**config.mk**
```make
export PLATFORM = sky130hd
export DESIGN_NAME = block_scheduler
export DESIGN_NICKNAME = d
export VERILOG_FILES = /design/src/rtl/sched_pkg.sv /design/src/rtl/sram_arbiter.sv /design/src/rtl/block_scheduler.sv
export SDC_FILE = /design/constraint.sdc
export NUM_CORES = 1
export LEC_CHECK = 0
export BUFFER_PORTS_ARGS = -buffer_cell sky130_fd_sc_hd__clkbuf_2
export CORE_ASPECT_RATIO = 1.4
export CORE_UTILIZATION = 39
export DETAILED_ROUTE_END_ITERATION = 6
export PLACE_DENSITY = 0.81
export SYNTH_ARGS = -nofsm -noshare
export SYNTH_HDL_FRONTEND = slang
export SYNTH_SLANG_ARGS = --single-unit
```
**constraint.sdc**
```tcl
create_clock -name Clock -period 1.8 [get_ports Clock]
set_input_delay 0 -clock Clock [delete_from_list [all_inputs] [get_ports Clock]]
set_output_delay 0 -clock Clock [all_outputs]
set_load 0.02 [all_outputs]
```
**src/rtl/sched_pkg.sv**
```systemverilog
// Shared types and image geometry for the block scheduler.
package sched_pkg;

  typedef enum logic [2:0] {
    S_IDLE,
    S_LEADIN,
    S_RUN,
    S_LEADOUT,
    S_DONE
  } sched_state_e;

  localparam int unsigned Y_COLS       = 40;
  localparam int unsigned UV_COLS      = 20;
  localparam int unsigned ROWS         = 30;
  localparam int unsigned Y_BLOCKS     = Y_COLS * ROWS;
  localparam int unsigned UV_BLOCKS    = UV_COLS * ROWS;
  localparam int unsigned TOTAL_BLOCKS = Y_BLOCKS + 2 * UV_BLOCKS;

  localparam int unsigned CNT_W  = 12;
  localparam int unsigned PERF_W = 24;

  typedef struct packed {
    logic [1:0] plane;
    logic [4:0] row;
    logic [5:0] col;
  } blk_coord_t;

  // Step to the next block: col first, then row, then plane (Y, U, V).
  function automatic blk_coord_t next_coord(input blk_coord_t c);
    blk_coord_t n;
    logic [5:0] last_col;
    n        = c;
    last_col = (c.plane == 2'd0) ? 6'(Y_COLS - 1) : 6'(UV_COLS - 1);
    if (c.col != last_col) begin
      n.col = c.col + 6'd1;
    end else begin
      n.col = '0;
      if (c.row != 5'(ROWS - 1)) begin
        n.row = c.row + 5'd1;
      end else begin
        n.row   = '0;
        n.plane = c.plane + 2'd1;
      end
    end
    return n;
  endfunction

endpackage

```
**src/rtl/sram_arbiter.sv**
```systemverilog
// Two-requester SRAM arbiter (LD/DQ and IDCT): sticky grant, alternating
// priority on ties, registered grants, combinational data-path mux.
module sram_arbiter
  import sched_pkg::*;
(
  input  logic        clk_i,
  input  logic        rst_i,
  input  logic        ld_req_i,
  input  logic [17:0] ld_addr_i,
  input  logic        ld_we_n_i,
  input  logic [15:0] ld_wdata_i,
  input  logic        idct_req_i,
  input  logic [17:0] idct_addr_i,
  input  logic        idct_we_n_i,
  input  logic [15:0] idct_wdata_i,
  output logic        ld_grant_o,
  output logic        idct_grant_o,
  output logic [17:0] sram_addr_o,
  output logic        sram_we_n_o,
  output logic [15:0] sram_wdata_o
);

  logic ld_grant_q, ld_grant_d;
  logic idct_grant_q, idct_grant_d;
  logic last_idct_q, last_idct_d;

  // Next grant: owner keeps it while requesting, otherwise pick a winner.
  always_comb begin
    ld_grant_d   = 1'b0;
    idct_grant_d = 1'b0;
    last_idct_d  = last_idct_q;
    if (ld_grant_q && ld_req_i) begin
      ld_grant_d = 1'b1;
    end else if (idct_grant_q && idct_req_i) begin
      idct_grant_d = 1'b1;
    end else if (ld_req_i && idct_req_i) begin
      if (last_idct_q) ld_grant_d = 1'b1;
      else             idct_grant_d = 1'b1;
    end else if (ld_req_i) begin
      ld_grant_d = 1'b1;
    end else if (idct_req_i) begin
      idct_grant_d = 1'b1;
    end
    if (ld_grant_d)        last_idct_d = 1'b0;
    else if (idct_grant_d) last_idct_d = 1'b1;
  end

  // Grant and tie-break history registers.
  always_ff @(posedge clk_i) begin
    if (rst_i) begin
      ld_grant_q   <= 1'b0;
      idct_grant_q <= 1'b0;
      last_idct_q  <= 1'b0;
    end else begin
      ld_grant_q   <= ld_grant_d;
      idct_grant_q <= idct_grant_d;
      last_idct_q  <= last_idct_d;
    end
  end

  // Route the granted requester to the SRAM; idle bus is write-disabled.
  always_comb begin
    sram_addr_o  = '0;
    sram_we_n_o  = 1'b1;
    sram_wdata_o = '0;
    if (ld_grant_q) begin
      sram_addr_o  = ld_addr_i;
      sram_we_n_o  = ld_we_n_i;
      sram_wdata_o = ld_wdata_i;
    end else if (idct_grant_q) begin
      sram_addr_o  = idct_addr_i;
      sram_we_n_o  = idct_we_n_i;
      sram_wdata_o = idct_wdata_i;
    end
  end

  assign ld_grant_o   = ld_grant_q;
  assign idct_grant_o = idct_grant_q;

endmodule

```
**src/rtl/block_scheduler.sv**
```systemverilog
// Image block scheduler: pipelines LD/DQ and IDCT over 2400 blocks with a
// ping-pong buffer, tracks IDCT block coordinates and arbitrates the SRAM.
// Optional: define SCHED_PERF_COUNT_EN to add the stall counters
// perf_ld_wait / perf_idct_wait.
module block_scheduler
  import sched_pkg::*;
(
  input  logic        Clock,
  input  logic        Reset,
  input  logic        start,
  output logic        done,
  output logic        ld_new_block,
  input  logic        ld_block_done,
  output logic        idct_start,
  input  logic        idct_done,
  output logic        buf_sel,
  output logic [1:0]  idct_plane,
  output logic [4:0]  idct_block_row,
  output logic [5:0]  idct_block_col,
  input  logic        ld_sram_req,
  input  logic [17:0] ld_sram_address,
  input  logic        ld_sram_we_n,
  input  logic [15:0] ld_sram_write_data,
  output logic        ld_sram_grant,
  input  logic        idct_sram_req,
  input  logic [17:0] idct_sram_address,
  input  logic        idct_sram_we_n,
  input  logic [15:0] idct_sram_write_data,
  output logic        idct_sram_grant,
  output logic [17:0] SRAM_address,
  output logic        SRAM_we_n,
  output logic [15:0] SRAM_write_data
`ifdef SCHED_PERF_COUNT_EN
  ,
  output logic [23:0] perf_ld_wait,
  output logic [23:0] perf_idct_wait
`endif
);

  sched_state_e     state_q;
  logic [CNT_W-1:0] ld_cnt_q;
  logic             ld_flag_q;
  logic             idct_flag_q;
  logic             buf_sel_q;
  blk_coord_t       coord_q;
  logic             ld_new_q;
  logic             idct_start_q;
  logic             done_q;

  // A completion counts whether it was latched earlier or arrives this cycle.
  logic ld_arrive, idct_arrive;
  assign ld_arrive   = ld_flag_q   | ld_block_done;
  assign idct_arrive = idct_flag_q | idct_done;

  // Scheduler FSM with registered pulses, buffer select and coordinates.
  always_ff @(posedge Clock) begin
    if (Reset) begin
      state_q      <= S_IDLE;
      ld_cnt_q     <= '0;
      ld_flag_q    <= 1'b0;
      idct_flag_q  <= 1'b0;
      buf_sel_q    <= 1'b0;
      coord_q      <= '0;
      ld_new_q     <= 1'b0;
      idct_start_q <= 1'b0;
      done_q       <= 1'b0;
    end else begin
      ld_new_q     <= 1'b0;
      idct_start_q <= 1'b0;
      done_q       <= 1'b0;
      case (state_q)
        S_IDLE: begin
          if (start) begin
            ld_new_q    <= 1'b1;
            ld_cnt_q    <= CNT_W'(1);
            ld_flag_q   <= 1'b0;
            idct_flag_q <= 1'b0;
            buf_sel_q   <= 1'b0;
            coord_q     <= '0;
            state_q     <= S_LEADIN;
          end
        end
        S_LEADIN: begin
          if (ld_block_done) begin
            buf_sel_q    <= ~buf_sel_q;
            ld_new_q     <= 1'b1;
            idct_start_q <= 1'b1;
            ld_cnt_q     <= ld_cnt_q + CNT_W'(1);
            coord_q      <= '0;
            state_q      <= S_RUN;
          end
        end
        S_RUN: begin
          if (ld_arrive && idct_arrive) begin
            ld_flag_q    <= 1'b0;
            idct_flag_q  <= 1'b0;
            buf_sel_q    <= ~buf_sel_q;
            idct_start_q <= 1'b1;
            coord_q      <= next_coord(coord_q);
            if (ld_cnt_q < CNT_W'(TOTAL_BLOCKS)) begin
              ld_new_q <= 1'b1;
              ld_cnt_q <= ld_cnt_q + CNT_W'(1);
            end else begin
              state_q <= S_LEADOUT;
            end
          end else begin
            ld_flag_q   <= ld_arrive;
            idct_flag_q <= idct_arrive;
          end
        end
        S_LEADOUT: begin
          if (idct_done) begin
            done_q  <= 1'b1;
            state_q <= S_DONE;
          end
        end
        S_DONE: begin
          state_q <= S_IDLE;
        end
        default: begin
          state_q <= S_IDLE;
        end
      endcase
    end
  end

  assign done           = done_q;
  assign ld_new_block   = ld_new_q;
  assign idct_start     = idct_start_q;
  assign buf_sel        = buf_sel_q;
  assign idct_plane     = coord_q.plane;
  assign idct_block_row = coord_q.row;
  assign idct_block_col = coord_q.col;

`ifdef SCHED_PERF_COUNT_EN
  logic [PERF_W-1:0] perf_ld_wait_q;
  logic [PERF_W-1:0] perf_idct_wait_q;

  // Stall counters: cycles in S_RUN where exactly one side has finished.
  always_ff @(posedge Clock) begin
    if (Reset) begin
      perf_ld_wait_q   <= '0;
      perf_idct_wait_q <= '0;
    end else if (state_q == S_IDLE && start) begin
      perf_ld_wait_q   <= '0;
      perf_idct_wait_q <= '0;
    end else if (state_q == S_RUN) begin
      if (idct_flag_q && !ld_flag_q) perf_ld_wait_q   <= perf_ld_wait_q + PERF_W'(1);
      if (ld_flag_q && !idct_flag_q) perf_idct_wait_q <= perf_idct_wait_q + PERF_W'(1);
    end
  end

  assign perf_ld_wait   = perf_ld_wait_q;
  assign perf_idct_wait = perf_idct_wait_q;
`endif

  sram_arbiter u_arb (
    .clk_i        (Clock),
    .rst_i        (Reset),
    .ld_req_i     (ld_sram_req),
    .ld_addr_i    (ld_sram_address),
    .ld_we_n_i    (ld_sram_we_n),
    .ld_wdata_i   (ld_sram_write_data),
    .idct_req_i   (idct_sram_req),
    .idct_addr_i  (idct_sram_address),
    .idct_we_n_i  (idct_sram_we_n),
    .idct_wdata_i (idct_sram_write_data),
    .ld_grant_o   (ld_sram_grant),
    .idct_grant_o (idct_sram_grant),
    .sram_addr_o  (SRAM_address),
    .sram_we_n_o  (SRAM_we_n),
    .sram_wdata_o (SRAM_write_data)
  );

endmodule

```
* Word-level counts from Yosys, hierarchy flattened
Cells that the tools add are included.
** Word-level totals
- Flip-flop bits (word level) :: 37
- Latch bits :: 0
- RAM bits :: 0
- Memory bits (read-only) :: 0
- Bits of input ports :: 77
- Memories kept :: 0
** Cells by class
- Add/sub/neg operators :: 4
- Multiply operators :: 0
- Divide/modulo/power cells :: 0
- Order comparisons :: 1
- Equality and inequality tests :: 13
- Shift-type cells :: 0
- Muxes and demuxes :: 53
- Bitwise gates (word level) :: 4
- Reductions and logical operators :: 16
** Operators by type and width (number)
- 2-to-1 mux 12 bit :: 4
- 2-to-1 mux 13 bit :: 3
- case mux 13 bit (3 select lines) :: 1
- 2-to-1 mux 18 bit :: 2
- case mux 12 bit (3 select lines) :: 1
- 2-to-1 mux 16 bit :: 2
- 2-to-1 mux 1 bit :: 24
- inequality test 2 bit, second input constant :: 8
- 2-to-1 mux 3 bit :: 5
- AND reduction 5 bit :: 3
- adder 12 x 1 -> 12 bit, second input constant :: 1
- < comparator 12 bit, second input constant :: 1
- 2-to-1 mux 6 bit :: 2
- case mux 3 bit (4 select lines) :: 1
- 2-to-1 mux 7 bit :: 1
- adder 6 x 1 -> 6 bit, second input constant :: 1
- equality test 3 x 2 -> 1 bit, second input constant :: 2
- inequality test 6 bit :: 1
- case mux 1 bit (2 select lines) :: 3
- case mux 1 bit (3 select lines) :: 2
- AND reduction 6 bit :: 1
- adder 5 x 1 -> 5 bit, second input constant :: 1
- 2-to-1 mux 5 bit :: 1
- inequality test 5 bit, second input constant :: 1
- 13 further kinds :: 19

* Logic depth before layout (Yosys ltp)
- Depth in word-level cells :: 6
- Mapped depth :: 7
- Gate-level depth less buffers :: 7

* Hierarchy
Synthesis repeated with hierarchy kept, for this count alone.
** Unflattened totals
- Cell total of the unflattened synthesis :: 266
- Area total of the unflattened synthesis :: 2275.9 µm²
** Modules (own cells, without submodules)
- block_scheduler :: instances 1, cells each 205, area each 1769.2 µm²
- sram_arbiter :: instances 1, cells each 61, area each 506.7 µm²

* Least setup slack after synthesis
No wires, ideal clock.
- Path type :: reg-to-reg
- Start :: reg coord_q, in the netlist idct_plane[0]
- End :: reg coord_q, in the netlist idct_block_row[0]
- Setup time :: 0.071 ns
- Arrival :: 2.042 ns
- Path slack :: -0.313 ns
- Cell stages (with the launch flop) :: 8
- Buffers on the path :: 0
- Clock period less this slack :: 2.113 ns
- Cell sequence :: dfxtp_1 -> inv_1 -> ha_1 -> or4b_4 -> a211oi_2 -> o21ai_2 -> or3_1 -> a21oi_1
** On the way
- Cells in the longest elaborated chain, start to end :: 5
** RTL lines
- start: declaration :: RTL line block_scheduler.sv:45 : blk_coord_t coord_q;
- start signal: assignment :: RTL line block_scheduler.sv:99 : coord_q <= next_coord(coord_q);
- logical NOT 2 bit :: RTL line sched_pkg.sv:33 : last_col = (c.plane == 2'd0) ? 6'(Y_COLS - 1) : 6'(UV_COLS - 1);
- 2-to-1 mux 6 bit :: RTL line sched_pkg.sv:33
- inequality test 6 bit :: RTL line sched_pkg.sv:34 : if (c.col != last_col) begin
- inequality test 2 bit (no source line)
- AND reduction 5 bit (no source line)
No other way between the ends.
A chain may end at the register's enable or synchronous reset.

* Final worst setup path
- Start :: reg coord_q, in the netlist idct_plane[0]
- End :: reg coord_q, in the netlist idct_block_row[1]
Same word-level chain as after synthesis.

==> impl_metrics.env <==
export IMPL_switchingPower_mw=1.45
export IMPL_critPathMaxFanout=4
export IMPL_async_flop_share=0
export IMPL_antenna_found_initial=2
export IMPL_cp_top_family="simple AND/OR/NAND/NOR gates"
export IMPL_dp_hpwl_mm=6.70
export IMPL_drtPass1Iterations=4
export IMPL_grtUsageMet3=0.0503
export IMPL_core_um2=5490
export IMPL_hold_start="ld_sram_req"
export IMPL_place_ws_ns=-0.174
export IMPL_area_growth_pct=51.7
export IMPL_holdWs_ns=0.0136
export IMPL_cp_start_kind="flip-flop"
export IMPL_rsz0062_at_grt="yes"
export IMPL_yosysMostFrequentCell="dfxtp_1"
export IMPL_period_needed_ns=2.01
export IMPL_synth_area_top_cells="dfxtp_1, a22o_1, nand2_1"
export IMPL_clock_path_buffers=2
export IMPL_ys_types=57
export IMPL_synth_edff_count=0
export IMPL_p_leak_nw=1.58
export IMPL_grt_usage=0.283
export IMPL_skew_ns=0.00651
export IMPL_clockPowerShare=0.165
export IMPL_start_util=0.403
export IMPL_worstSetupPathType="flip-flop to flip-flop"
export IMPL_grt_ovfl_total=0
export IMPL_ir_drop_mv=0.711
export IMPL_die_area_um2=5980
export IMPL_outcome="finished, violations left"
export IMPL_grt_start_max_net_pins=32
export IMPL_crit_buf_inv=1
export IMPL_postSynthAreaPerCell_um2=8.31
export IMPL_setup_ws_ns=-0.214
export IMPL_setup_violations=13
export IMPL_drcViolationCount=0
export IMPL_arrival_ns=2.24
export IMPL_pwr_share_seq=0.288
export IMPL_power_density_nw_per_um2=1030
export IMPL_ant_nets=0
export IMPL_met2_usage=0.537
export IMPL_io_buffers=130
export IMPL_first_global_vias=2639
export IMPL_final_util=0.611
export IMPL_critPathMaxStageDelay_ns=0.50
export IMPL_gp_congestion=0.895
export IMPL_clk_insertion_delay_late_ns=0.29
export IMPL_netlist_area_um2=2210
export IMPL_slowest_stage="or4b_4"
export IMPL_wl_per_cell_um=17.0
export IMPL_die_width_um=65.6
export IMPL_seq_area_frac_synth=0.335
export IMPL_fin_crit_sh=1.12
export IMPL_ys_ff_latch=37
export IMPL_vias=2809
export IMPL_pwr_share_comb=0.547
export IMPL_yosysTopAreaCell="dfxtp_1"
export IMPL_maxSlewViolCount=0
export IMPL_worst_pin_slew_ns=0.481
export IMPL_cts_buffers=5
export IMPL_htree_levels=2
export IMPL_worst_slew_margin_rel=0.679
export IMPL_crit_path_end_kind="flip-flop"
export IMPL_yosysWarnings=0
export IMPL_syn_inst=266
export IMPL_grt_pass1_wl_mm=12.7
export IMPL_p_int_mw=2.00
export IMPL_fin_area_um2=3350
export IMPL_switching_share=0.420
export IMPL_use_met1=0.280
export IMPL_reg2reg_from="idct_plane[0]$_SDFFE_PP0P_"
export IMPL_synthFlopType="dfxtp_1"
export IMPL_cts_tree="yes"
export IMPL_wirelength_mm=8.43
export IMPL_final_layout_size_suffix_gt1_frac=0.471
export IMPL_cts_sinks=37
export IMPL_synthesis_nets=348
export IMPL_rrSetupSlack_ns=-0.21
export IMPL_clkTransAtPathRegs_ns=0.08
export IMPL_rows=32
export IMPL_violations="setup timing"
export IMPL_dpl_instance_area_um2=3160
export IMPL_r2r_cells=7
export IMPL_vias_per_cell=5.65
export IMPL_synth_common_cells="dfxtp_1, a22o_1, nand2_1"
export IMPL_hp_class="primary input to flip-flop"
export IMPL_cts_root_buf="clkbuf_8"
export IMPL_die_h_um=91.1
export IMPL_timing_rr_end="idct_block_row[1]$_SDFFE_PP0P_"
export IMPL_path_cells="inv_4 > ha_4 > or4b_4 > a211oi_4 > o21ai_2 > or3_1 > a21oi_2"
export IMPL_max_freq_mhz=497
export IMPL_finalHoldViolations=0
export IMPL_maxCapViolations=0
export IMPL_synth_top_area_frac=0.335
export IMPL_holdPathStages=3
export IMPL_dr_first_iter_drc_count=94
export IMPL_crit_required_ns=2.03
export IMPL_pin_count=131
export IMPL_fillCellCount=471
export IMPL_whs_endpoint="u_arb.ld_grant_o$_SDFF_PP0_"
export IMPL_busiest_layer="met2"
export IMPL_finalNetCount=508
==> power groups by stage <==
stage               Combinational, mW  Clock [mW]  Sequential [mW]
CTS                              1.82       0.580            0.992
global placement                 1.73           0             1.01
floorplan                       0.973           0             1.05
global route                     2.04       0.605             1.01
finish                           1.89       0.569            0.994
detailed placement               1.77           0             1.01
==> state kept, by name, summed over array words and instances, names as in the netlist <==
name	flops
idct_plane	2
u_arb.ld_grant_o	1
state_q	3
idct_flag_q	1
u_arb.idct_grant_o	1
buf_sel	1
idct_block_col	6
ld_cnt_q	12
idct_block_row	5
ld_flag_q	1
ld_new_block	1
u_arb.last_idct_q	1
idct_start	1
done	1
==> layout by cell type, fill, tap and decap left out, types with 6 or more instances in the layout <==
cell	instances
clkbuf_2	130
buf_4	36
dfxtp_1	35
a22o_1	33
nand2_1	23
nor2_1	21
inv_1	12
a21oi_1	12
o21ai_0	10
nand3_1	9
nand4_1	6
==> layout make-up <==
cell class                      count  area [um2]  share of cell area
Tap cell                           68        85.1              0.0254
Timing Repair Buffer              168         941               0.281
Antenna cell                        2        5.00             0.00149
Clock inverter                      2        10.0             0.00299
Clock buffer                        6        72.6              0.0216
Multi-Input combinational cell    200        1440               0.428
Sequential cell                    37         748               0.223
Inverter                           14        55.1              0.0164
==> metrics by stage <==
stage | TNS [ns] | power (mW) | cells
global placement | -1.03 | 2.74 | 482
CTS | -0.899 | 3.39 | 493
global route | -2.10 | 3.65 | 497
finish | -1.27 | 3.45 | 497
floorplan | -0.374 | 2.02 | 266
detailed placement | -1.65 | 2.78 | 482
==> how the worst max path moves through the flow <==
stage | startpoint | endpoint | slack (ns) | cells past startpoint
floorplan | idct_plane[0]$_SDFFE_PP0P_ | idct_block_row[1]$_SDFFE_PP0P_ | -0.14 | 7
global placement | idct_plane[0]$_SDFFE_PP0P_ | idct_block_row[1]$_SDFFE_PP0P_ | -0.12 | 7
detailed placement | idct_plane[0]$_SDFFE_PP0P_ | idct_block_row[1]$_SDFFE_PP0P_ | -0.17 | 7
CTS | idct_plane[0]$_SDFFE_PP0P_ | idct_block_row[1]$_SDFFE_PP0P_ | -0.19 | 7
global route | idct_plane[0]$_SDFFE_PP0P_ | idct_block_row[1]$_SDFFE_PP0P_ | -0.27 | 7
finish | idct_plane[0]$_SDFFE_PP0P_ | idct_block_row[1]$_SDFFE_PP0P_ | -0.21 | 7
==> cell families (layout without fill, tap and decap cells) <==
| group | count (synthesis) | in the layout | synth area share |
|---|---|---|---|
| AO/OA/AOI/OAI | 95 | 95 | 0.337 |
| XOR/XNOR | 6 | 6 | 0.0238 |
| adder cells (fa/ha/maj) | 5 | 5 | 0.0283 |
| buffers and inverters | 29 | 190 | 0.0509 |
| flip-flops | 37 | 37 | 0.335 |
| multiplexers | 2 | 2 | 0.00962 |
| other | 0 | 2 | 0 |
| AND/OR/NAND/NOR | 92 | 92 | 0.215 |
==> metal layers <==
| layer | vias up | share of wire |
|---|---|---|
| li1 | 1325 | - |
| met1 | 1298 | 0.36 |
| met2 | 163 | 0.53 |
| met3 | 23 | 0.075 |
| met4 | 0 | 0.035 |
| met5 | - | 0 |
==> worst register-to-register path: stages (launching register included) <==
cell	delay, ns
dfxtp_4	0.37
inv_4	0.04
ha_4	0.15
or4b_4	0.50
a211oi_4	0.26
o21ai_2	0.12
or3_1	0.39
a21oi_2	0.12
==> timing repair <==
action	CTS	global route
setup endpoints to repair	20	27
gates resized for setup	6	7
hold endpoints to repair	4	0
hold buffers	2	0
pin swaps	4	2
setup buffers	1	2
Power figures use the tool's default switching activity.
